--- config.mk ---
export PLATFORM = sky130hd
export DESIGN_NAME = seq_alu_core_flat
export DESIGN_NICKNAME = d
export VERILOG_FILES = /design/src/rtl/seq_alu_core_if.sv /design/src/rtl/seq_alu_core.sv /design/src/flat_wrapper.sv
export SDC_FILE = /design/constraint.sdc
export NUM_CORES = 1
export LEC_CHECK = 0
export CAP_MARGIN = 30
export CELL_PAD_IN_SITES_DETAIL_PLACEMENT = 1
export CELL_PAD_IN_SITES_GLOBAL_PLACEMENT = 1
export CORE_UTILIZATION = 45
export DETAILED_ROUTE_END_ITERATION = 10
export GPL_ROUTABILITY_DRIVEN = 0
export PLACE_DENSITY_LB_ADDON = 0.1
export SLEW_MARGIN = 20
export SYNTH_ARGS = -nofsm -noshare
export SYNTH_HDL_FRONTEND = slang
export SYNTH_SLANG_ARGS = --single-unit
--- constraint.sdc ---
create_clock -name clk -period 5.94 [get_ports clk]
set_input_delay 0.594 -clock clk [delete_from_list [all_inputs] [get_ports clk]]
set_output_delay 0.594 -clock clk [all_outputs]
set_load 0.01 [all_outputs]
--- src/rtl/seq_alu_core_if.sv ---
// Request/response bus of the sequential ALU core.
// The master drives requests and out_ready. The slave is the core.
interface seq_alu_core_if #(
    parameter int unsigned WIDTH = 8,
    parameter int unsigned OPW   = 4
);
    logic               in_valid;
    logic               in_ready;
    logic [OPW-1:0]     op;
    logic [WIDTH-1:0]   a;
    logic [WIDTH-1:0]   b;
    logic               use_acc;
    logic               out_valid;
    logic               out_ready;
    logic [2*WIDTH-1:0] result;
    logic               flag_zero;
    logic               flag_neg;
    logic               flag_carry;
    logic               flag_div0;
    logic               busy;

    modport master (
        output in_valid, op, a, b, use_acc, out_ready,
        input  in_ready, out_valid, result, flag_zero, flag_neg, flag_carry, flag_div0, busy
    );

    modport slave (
        input  in_valid, op, a, b, use_acc, out_ready,
        output in_ready, out_valid, result, flag_zero, flag_neg, flag_carry, flag_div0, busy
    );
endinterface

--- src/rtl/seq_alu_core.sv ---
// Multi-cycle WIDTH-bit ALU with a valid/ready handshake, iterative MUL/DIV/MOD and an accumulator.
// EXEC runs a prepare step, then WIDTH iteration steps for MUL/DIV/MOD, then a finalize step.
module seq_alu_core #(
    parameter int unsigned WIDTH = 8,
    parameter int unsigned OPW   = 4
) (
    input logic          clk,
    input logic          rst_n,
    seq_alu_core_if.slave bus
);
    localparam int unsigned RW = 2 * WIDTH;
    localparam int unsigned SW = 3 * WIDTH;
    localparam int unsigned CW = $clog2(WIDTH + 2);

    localparam logic [CW-1:0]    STEP_FIN = CW'(WIDTH + 1);
    localparam logic [WIDTH-1:0] W_LIM    = WIDTH'(WIDTH);
    localparam logic [WIDTH-1:0] TWO_W    = WIDTH'(2 * WIDTH);

    localparam logic [OPW-1:0] OP_ADD  = OPW'(0);
    localparam logic [OPW-1:0] OP_SUB  = OPW'(1);
    localparam logic [OPW-1:0] OP_MUL  = OPW'(2);
    localparam logic [OPW-1:0] OP_DIV  = OPW'(3);
    localparam logic [OPW-1:0] OP_AND  = OPW'(4);
    localparam logic [OPW-1:0] OP_OR   = OPW'(5);
    localparam logic [OPW-1:0] OP_XOR  = OPW'(6);
    localparam logic [OPW-1:0] OP_NAND = OPW'(7);
    localparam logic [OPW-1:0] OP_NOR  = OPW'(8);
    localparam logic [OPW-1:0] OP_NOT  = OPW'(9);
    localparam logic [OPW-1:0] OP_MOD  = OPW'(10);
    localparam logic [OPW-1:0] OP_SHL  = OPW'(11);
    localparam logic [OPW-1:0] OP_SHR  = OPW'(12);
    localparam logic [OPW-1:0] OP_ASR  = OPW'(13);

    typedef enum logic [1:0] {IDLE, EXEC, DONE} state_t;

    state_t             state, state_n;
    logic               accept, fin;
    logic [CW-1:0]      step;
    logic [OPW-1:0]     op_q;
    logic [WIDTH-1:0]   a_q, b_q, acc;
    logic [WIDTH-1:0]   hi, lo;
    logic [RW-1:0]      res_q, res_fin, single_res;
    logic               carry_q, div0_q, single_carry;
    logic               is_mul, is_div, is_mod, is_multi, is_div0, reserved;

    logic [WIDTH:0]          add_s;
    logic signed [WIDTH:0]   sub_d;
    logic [SW-1:0]           shl_t;
    logic signed [WIDTH-1:0] asr_v;
    logic [WIDTH:0]          mul_sum;
    logic [WIDTH:0]          div_sh;
    logic                    div_ge;
    logic [WIDTH-1:0]        div_diff;

    // State register; handshake outputs are registered copies of the next-state decode
    always_ff @(posedge clk) begin
        if (!rst_n) begin
            state         <= IDLE;
            bus.in_ready  <= 1'b1;
            bus.out_valid <= 1'b0;
            bus.busy      <= 1'b0;
        end else begin
            state         <= state_n;
            bus.in_ready  <= (state_n == IDLE);
            bus.out_valid <= (state_n == DONE);
            bus.busy      <= (state_n != IDLE);
        end
    end

    always_comb begin
        state_n = state;
        accept  = 1'b0;
        fin     = 1'b0;
        unique case (state)
            IDLE: if (bus.in_valid) begin
                accept  = 1'b1;
                state_n = EXEC;
            end
            EXEC: if (step == STEP_FIN) begin
                fin     = 1'b1;
                state_n = DONE;
            end
            DONE: if (bus.out_ready) state_n = IDLE;
            default: state_n = IDLE;
        endcase
    end

    always_comb begin
        is_mul   = (op_q == OP_MUL);
        is_div   = (op_q == OP_DIV);
        is_mod   = (op_q == OP_MOD);
        is_div0  = (is_div || is_mod) && (b_q == '0);
        is_multi = is_mul || ((is_div || is_mod) && (b_q != '0));
        reserved = (op_q > OP_ASR);
    end

    // Single-cycle results, also the divide-by-zero fallbacks for DIV/MOD
    always_comb begin
        single_res   = '0;
        single_carry = 1'b0;
        add_s = {1'b0, a_q} + {1'b0, b_q};
        sub_d = $signed({a_q[WIDTH-1], a_q}) - $signed({b_q[WIDTH-1], b_q});
        shl_t = SW'(a_q) << b_q;
        asr_v = $signed(a_q) >>> b_q;
        case (op_q)
            OP_ADD: begin
                single_res   = {{(WIDTH-1){1'b0}}, add_s};
                single_carry = add_s[WIDTH];
            end
            OP_SUB: begin
                single_res   = {{(WIDTH-1){sub_d[WIDTH]}}, sub_d};
                single_carry = (a_q < b_q);
            end
            OP_DIV:  single_res = {a_q, {WIDTH{1'b1}}};
            OP_MOD:  single_res = {{WIDTH{1'b0}}, a_q};
            OP_AND:  single_res = {{WIDTH{1'b0}}, a_q & b_q};
            OP_OR:   single_res = {{WIDTH{1'b0}}, a_q | b_q};
            OP_XOR:  single_res = {{WIDTH{1'b0}}, a_q ^ b_q};
            OP_NAND: single_res = {{WIDTH{1'b0}}, ~(a_q & b_q)};
            OP_NOR:  single_res = {{WIDTH{1'b0}}, ~(a_q | b_q)};
            OP_NOT:  single_res = ~{b_q, a_q};
            OP_SHL: begin
                if (b_q >= TWO_W) begin
                    single_res   = '0;
                    single_carry = (a_q != '0);
                end else begin
                    single_res   = shl_t[RW-1:0];
                    single_carry = (shl_t[SW-1:RW] != '0);
                end
            end
            OP_SHR: single_res = (b_q >= W_LIM) ? '0 : {{WIDTH{1'b0}}, a_q >> b_q};
            OP_ASR: single_res = (b_q >= W_LIM) ? {RW{a_q[WIDTH-1]}}
                                                : {{WIDTH{asr_v[WIDTH-1]}}, asr_v};
            default: ;
        endcase
    end

    // One iteration step: shift-add multiply or restoring divide on {hi, lo}
    always_comb begin
        mul_sum  = {1'b0, hi} + (lo[0] ? {1'b0, a_q} : '0);
        div_sh   = {hi, lo[WIDTH-1]};
        div_ge   = (div_sh >= {1'b0, b_q});
        div_diff = div_sh[WIDTH-1:0] - b_q;
    end

    always_comb begin
        res_fin = res_q;
        if (!div0_q) begin
            if (is_mul || is_div) res_fin = {hi, lo};
            else if (is_mod)      res_fin = {{WIDTH{1'b0}}, hi};
        end
    end

    always_ff @(posedge clk) begin
        if (!rst_n) begin
            step           <= '0;
            op_q           <= '0;
            a_q            <= '0;
            b_q            <= '0;
            acc            <= '0;
            hi             <= '0;
            lo             <= '0;
            res_q          <= '0;
            carry_q        <= 1'b0;
            div0_q         <= 1'b0;
            bus.result     <= '0;
            bus.flag_zero  <= 1'b0;
            bus.flag_neg   <= 1'b0;
            bus.flag_carry <= 1'b0;
            bus.flag_div0  <= 1'b0;
        end else begin
            if (accept) begin
                op_q <= bus.op;
                a_q  <= bus.use_acc ? acc : bus.a;
                b_q  <= bus.b;
                step <= '0;
            end
            if (state == EXEC) begin
                if (step == '0) begin
                    res_q   <= single_res;
                    carry_q <= single_carry;
                    div0_q  <= is_div0;
                    hi      <= '0;
                    lo      <= (is_div || is_mod) ? a_q : b_q;
                    step    <= is_multi ? CW'(1) : STEP_FIN;
                end else if (!fin) begin
                    if (is_mul) begin
                        hi <= mul_sum[WIDTH:1];
                        lo <= {mul_sum[0], lo[WIDTH-1:1]};
                    end else begin
                        hi <= div_ge ? div_diff : div_sh[WIDTH-1:0];
                        lo <= {lo[WIDTH-2:0], div_ge};
                    end
                    step <= step + CW'(1);
                end else begin
                    bus.result     <= res_fin;
                    bus.flag_zero  <= (res_fin == '0) && !reserved;
                    bus.flag_neg   <= res_fin[RW-1];
                    bus.flag_carry <= carry_q;
                    bus.flag_div0  <= div0_q;
                end
            end
            if (state == DONE && bus.out_ready) acc <= bus.result[WIDTH-1:0];
        end
    end
endmodule

--- src/flat_wrapper.sv ---
// flat-port wrapper written by rule: the top's interface ports become plain ports
module seq_alu_core_flat 
#(
    parameter int unsigned WIDTH = 8,
    parameter int unsigned OPW   = 4
)
  (clk, rst_n, bus_in_valid, bus_op, bus_a, bus_b, bus_use_acc, bus_out_ready, bus_in_ready, bus_out_valid, bus_result, bus_flag_zero, bus_flag_neg, bus_flag_carry, bus_flag_div0, bus_busy);
  seq_alu_core_if #(.WIDTH(WIDTH), .OPW(OPW)) bus_i ();
  input logic clk;
  input logic rst_n;
  input wire logic [$bits(bus_i.in_valid)-1:0] bus_in_valid;
  input wire logic [$bits(bus_i.op)-1:0] bus_op;
  input wire logic [$bits(bus_i.a)-1:0] bus_a;
  input wire logic [$bits(bus_i.b)-1:0] bus_b;
  input wire logic [$bits(bus_i.use_acc)-1:0] bus_use_acc;
  input wire logic [$bits(bus_i.out_ready)-1:0] bus_out_ready;
  output wire logic [$bits(bus_i.in_ready)-1:0] bus_in_ready;
  output wire logic [$bits(bus_i.out_valid)-1:0] bus_out_valid;
  output wire logic [$bits(bus_i.result)-1:0] bus_result;
  output wire logic [$bits(bus_i.flag_zero)-1:0] bus_flag_zero;
  output wire logic [$bits(bus_i.flag_neg)-1:0] bus_flag_neg;
  output wire logic [$bits(bus_i.flag_carry)-1:0] bus_flag_carry;
  output wire logic [$bits(bus_i.flag_div0)-1:0] bus_flag_div0;
  output wire logic [$bits(bus_i.busy)-1:0] bus_busy;
  assign bus_i.in_valid = bus_in_valid;
  assign bus_i.op = bus_op;
  assign bus_i.a = bus_a;
  assign bus_i.b = bus_b;
  assign bus_i.use_acc = bus_use_acc;
  assign bus_i.out_ready = bus_out_ready;
  assign bus_in_ready = bus_i.in_ready;
  assign bus_out_valid = bus_i.out_valid;
  assign bus_result = bus_i.result;
  assign bus_flag_zero = bus_i.flag_zero;
  assign bus_flag_neg = bus_i.flag_neg;
  assign bus_flag_carry = bus_i.flag_carry;
  assign bus_flag_div0 = bus_i.flag_div0;
  assign bus_busy = bus_i.busy;
  seq_alu_core #(.WIDTH(WIDTH), .OPW(OPW)) u_core (.clk(clk), .rst_n(rst_n), .bus(bus_i));
endmodule
==> results of run 1 <==
## per-layer routing
layer | up-vias | GRT usage, % | share of wire [%] | wire [um]
met5 | - | 0 | 0 | 0
met4 | 0 | 16.0 | 4.0 | 1250
li1 | 3853 | - | - | -
met1 | 4146 | 46.2 | 44 | 13600
met3 | 83 | 6.85 | 7.7 | 2410
met2 | 396 | 53.9 | 45 | 13900
## worst min-delay path, delay by kind of cell, from the launching register on
kind            cells  cell delay [ps]
simple gates        1               60
flops               1              330
compound gates      1               50
## stage by stage
stage	area (sq um)	hold WS, ps	power, mW	instances
6_report	8670	477	1.85	1263
2_1_floorplan	7780	432	1.07	1039
3_3_place_gp	8340	456	1.24	1245
3_5_place_dp	8340	473	1.25	1246
4_1_cts	8650	483	1.84	1262
5_1_grt	8670	498	1.92	1263
## report_power, final
| group | total, mW | internal, mW | switching [mW] |
|---|---|---|---|
| clock network | 0.589 | 0.299 | 0.290 |
| registers | 0.659 | 0.626 | 0.0332 |
| logic | 0.604 | 0.211 | 0.393 |
| total | 1.85 | 1.14 | 0.716 |
## path summary, 6_finish.rpt
check        slack [ps]  cells after the start                               from                           endpoint
max                2730                      7          u_core.step[0]$_SDFF_PN0_      u_core.res_q[14]$_SDFFE_PN0P_
min                 480                      2  u_core.bus.flag_div0$_SDFFE_PN0P_  u_core.bus.flag_div0$_SDFFE_PN0P_
max reg2reg        2730                      7          u_core.step[0]$_SDFF_PN0_      u_core.res_q[14]$_SDFFE_PN0P_
min reg2reg         480                      2  u_core.bus.flag_div0$_SDFFE_PN0P_  u_core.bus.flag_div0$_SDFFE_PN0P_
## final cells by class
type	instances	area (sq um)
Fill cell	2149	8090
Sequential cell	90	1800
Timing Repair Buffer	71	656
Clock inverter	7	81.3
Inverter	33	124
Tap cell	220	275
Multi-Input combinational cell	833	5500
Clock buffer	9	225
## layout by cell type (no fill, tap or decap), types with 6 or more instances in the layout
cell	synthesis	routed
a31oi_1	16	16
nor2b_1	20	20
buf_4	1	22
a221o_1	8	8
mux2i_1	40	40
ha_1	44	44
a22o_1	8	8
o21bai_1	9	9
xnor2_1	7	7
o21ai_0	46	46
a221oi_1	20	20
o211ai_1	17	17
nor4_1	12	12
nand3_1	29	29
inv_1	29	28
a22oi_1	16	16
a21oi_1	75	75
dfxtp_1	90	90
o21a_1	6	6
clkbuf_16	0	9
a21o_1	11	11
o22ai_1	6	6
clkdlybuf4s50_1	0	47
o221ai_1	6	6
a211oi_1	25	25
nor2_1	91	91
o21ai_1	17	17
nand2b_1	18	18
nand2_1	131	131
or3_1	8	8
o2bb2ai_1	8	8
nor3_1	24	24
## flip-flops by register name, indices dropped and copies added (netlist names), 2 cells and up
name and cells:
u_core.lo 8, u_core.acc 8, u_core.op_q 4, u_core.a_q 8
u_core.res_q 16, u_core.bus.result 15, u_core.state 2, u_core.b_q 8
u_core.hi 8, u_core.step 4
## kinds of logic after synthesis
logic type	Yosys count	share of synthesized area (%)
flops	90	23.2
simple gates	382	24.2
fa+ha+maj	48	8.11
compound gates	341	30.1
buf+inv	116	6.11
xor+xnor	12	1.35
mux	50	7.03
==> impl_results.md, run 1 <==
* Largest area contributor in the synthesized netlist: dfxtp_1
* Die width at about 130 um
* Crit path cell chain: inv_1 -> ha_1 -> or3b_1 -> nor2_1 -> and3_1 -> a21boi_1 -> a221o_1
* Routed wire per std cell at roughly 25 um
* Worst Path Required at about 6200 ps
* Core ar. at about 17,000 sq um
* Post-Syn Area per Cell at ~7.5 sq um
* Final Util at just over 50%
* Largest stage delay on the critical path at slightly above 700 ps
* Skew-Pair Late Insertion Delay at about 360 ps
* Final WS setup at approximately 2700 ps
* Post-synthesis cell count at between 1,000 and 1,500
* Arr. time, crit path at 3500 ps
* Clock Root Buffer: clkbuf_16
* Die H at ~130 um
* Synth Net Count at around 1,100
* Cell Area, Synth at between 7000 and 8000 sq um
* CP Max Fanout at 16
* Synth warn at 0
* Min cycle time layout at roughly 3200 ps
* Synth async-reset ratio at 0%
* Leak at approximately 3.2 nW
* Post-synth top cells: 131 x nand2_1, 91 x nor2_1, 90 x dfxtp_1, 75 x a21oi_1, 53 x clkbuf_1
* Drt pass-1 iters at 5
* Period Utilization, post-route at 54.0%
* RSZ-0062 raised after global routing: false
* Pwr dens at between 200 and 250 nW/um^2
* N_diodes at 0
* Critical path class: reg2reg
* Crit path max-delay family: simple AND/OR/NAND/NOR gates
* EDFF count, synth at 0
* Synth area leaders: dfxtp_1 23%, ha_1 7.1%, nand2_1 6.3%
* Vias in the first global route at just over 8,000
* Maximum vdd drop at roughly 0.14 mV
* Pin count of the biggest net entering global routing at 66
* Clock slew at reported path FFs at around 80 ps
* Vias/cell at roughly 6.7
* Achievable Freq at around 310 MHz
* Final hold viol count at 0
* Most common cell in the netlist: nand2_1
* Clock buffer depth at 2
* Post-synth top flop: dfxtp_1
* Initial antenna violation count at 0
* Worst Skew at roughly 13 ps
* Hold Crit Class: reg2reg
* Max_slew headroom at approximately 37%
* Site row count at 47
* Drc violations at 0
* Fraction of layout cells with a size suffix above 1 at 6.33%
* Worst-Margin Slew at ~940 ps
* # IOs at 48
* Yosys reg bits at 90
* Post-DP HPWL at between 20,000 and 25,000 um
* CTS tree: built
* Setup Viol. Count Final at 0
* CTS sink count at 90
* Outcome: complete, no violations
* CP max stage cell: nor2_1
* Global route overflow at 0
* # hold bufs at CTS at 0
* Die area at roughly 18,000 sq um
* Critical Path Sink Type: flop
* Worst slack, placed at between 2000 and 3000 ps
* Post-DRT Antenna Nets at 0
* Yosys top cell area share at between 20% and 30%
* Drt total wl at just over 30,000 um
* Area growth syn-to-layout at 11.4%
* First-pass GRT wire length at around 47,000 um
* Starting density of the core at 46.4%
* 1st-iter DRT viols at 880
* Distinct cells, synth at 87
* IO Port Bufs at 47
* Number of CTS-inserted buffers at 9
* Post-cts resize count at 0
* Buffer count from post-CTS setup fixing at 0
* Nets at about 1,100
* Max_cap viols at 0
* # H-tree levels at 3
* Total track usage at a little over a third
* Via count at around 8,500
* Bufs and invs on worst path at 1
* Seq/Total Area, Yosys at 23.2%
* Critical Path Start Type: flop
* Fin Setup TNS at 0 ps
* Max Slew Vio Count at 0
Note: power is estimated with default switching activity, not from simulation.
==> inputs of run 2 (changes only) <==
Settings changed: CORE_UTILIZATION 45 to 41.
Clock period 5.94 ns to 2.8 ns, I/O delays scaled along.
==> run 2 against run 1 <==
Fmax up 23%. Clock skew shrank 1.8 ps. Register-to-register slack got worse by 2500 ps. Routed wire length up 7.0%.
==> impl_results.md, run 2 (synthesis results as in run 1) <==
* Outcome: complete, no violations
* Area growth syn-to-layout at 16.3%
* Critical Path Start Type: flop
* Clock Root Buffer: clkbuf_16
* Worst Skew at 10.9 ps
* N_diodes at 0
* Min cycle time layout at around 2600 ps
* Worst reg2reg path endpoint: u_core.hi[2]$_SDFFE_PN0P_
* FF-to-FF path depth at 8
* Crit path from: u_core.b_q[2]$_SDFFE_PN0P_
* RSZ-0062 raised after global routing: false
* Skew-Pair Late Insertion Delay at 360 ps
* Worst r2r src: u_core.b_q[2]$_SDFFE_PN0P_
* Vias/cell at between 6 and 7
* Achievable Freq at between 300 and 400 MHz
* Worst-Margin Slew at approximately 840 ps
* # hold bufs at CTS at 0
* Pin count of the biggest net entering global routing at 43
* Die width at approximately 140 um
* CTS tree: built
* Fin Setup TNS at 0 ps
* Max Slew Vio Count at 0
* Hold WS at 465 ps
* CTS sink count at 90
* Max_slew headroom at between 40% and 50%
* Final Util at between 40% and 50%
* Critical Path Sink Type: flop
* IO Port Bufs at 47
* Drt total wl at 33,300 um
* CP Max Fanout at 7
* # IOs at between 40 and 50
* Buffer count from post-CTS setup fixing at 0
* Register with the most flip-flops: u_core.res_q
* Post-DRT Antenna Nets at 0
* Post-route cell area at between 9000 and 10,000 sq um
* Most common cell after layout, fill and taps aside: nand2_1
* Site row count at 50
* 1st-iter DRT viols at 983
* Routed wire per std cell at 25.2 um
* Setup Viol. Count Final at 0
* Leak at around 3.5 nW
* Nets at 1,159
* Initial antenna violation count at 0
* Placement Cell Area at around 9000 sq um
* Clock slew at reported path FFs at roughly 70 ps
* Starting density of the core at between 40% and 50%
* Min-delay src: bus_b[6]
* Max_cap viols at 0
* First-pass GRT wire length at between 50,000 and 60,000 um
* Number of CTS-inserted buffers at 9
* Fraction of layout cells with a size suffix above 1 at roughly a tenth
* Final WS setup at slightly below 200 ps
* Die area at about 20,000 sq um
* Worst slack, placed at roughly 250 ps
* Post-cts resize count at 0
* Core ar. at roughly 19,000 sq um
* Via count at ~8,600
* Worst hold endpoint: u_core.b_q[6]$_SDFFE_PN0P_
* FF-to-FF setup slack at slightly below 200 ps
* Non-Filler Instances at 1,325
* Worst Path Required at slightly above 3000 ps
* Final Power at approximately 4.0 mW
* Global route overflow at 0
* Pwr dens at between 400 and 500 nW/um^2
* Clock buffer depth at 2
* Placed cells at roughly 1,300
* Critical path class: reg2reg
* Hold Crit Class: in2reg
* Period Utilization, post-route at between 90 and 100%
* Final hold viol count at 0
* Total track usage at approximately 35%
* Fillers at around 2,300
* # H-tree levels at 3
* Largest register FFs at 16
* Drc violations at 0
* WHS Path Cells at 3
* Post-DP HPWL at between 20,000 and 30,000 um
* Drt pass-1 iters at 7
* Die H at between 100 and 150 um
* Vias in the first global route at ~8,400
* Most frequent cells in the layout: 131 x nand2_1, 91 x nor2_1, 90 x dfxtp_1
* Biggest regs: u_core.res_q (16), u_core.bus.result (15)
* Maximum vdd drop at about 0.32 mV
* Arr. time, crit path at around 2900 ps
run 2: cell count changes in the layout (fill, tap and decap cells not counted), sizes merged:
| cell | before | now |
|---|---|---|
| buf | 24 | 72 |
| clkinv | 8 | 6 |
| inv | 32 | 34 |
run 2: per-layer routing:
| metal | vias up | share of wire [%] | GRT usage [%] |
|---|---|---|---|
| li1 | 3935 | - | - |
| met5 | - | 0 | 0 |
| met4 | 0 | 5.1 | 18.3 |
| met3 | 94 | 7.9 | 4.82 |
| met1 | 4186 | 42 | 45.9 |
| met2 | 405 | 45 | 54.2 |
run 2: worst max path at each step:
stage,cells after the start,to
final,8,u_core.hi[2]$_SDFFE_PN0P_
after global routing,10,u_core.hi[5]$_SDFFE_PN0P_
after CTS,8,u_core.res_q[13]$_SDFFE_PN0P_
after detailed placement,8,u_core.res_q[13]$_SDFFE_PN0P_
after global placement,8,u_core.res_q[13]$_SDFFE_PN0P_
after floorplan,11,u_core.res_q[10]$_SDFFE_PN0P_
run 2: power breakdown:
part           switching, mW  internal [mW]
logic                  0.869          0.511
clock network          0.623          0.636
registers             0.0700           1.33
run 2: final cells by class:
| cell class | count | area, sq um | share of cell area (%) |
|---|---|---|---|
| clock buffers | 9 | 225 | 2.49 |
| clock inverters | 7 | 76.3 | 0.844 |
| inverters | 33 | 124 | 1.37 |
| multi-input cells | 833 | 5500 | 60.8 |
| flip-flops and latches | 90 | 1800 | 19.9 |
| well taps | 234 | 293 | 3.24 |
| repair buffers | 119 | 1020 | 11.3 |
run 2: worst max-delay path, cell delays in order (launching register included):
cell and delay (ps):
dfxtp_1 330, inv_1 210, ha_1 480, o21a_1 150
o31ai_2 80, a31oi_1 460, or2_1 370, o21ai_1 130
a311oi_1 280
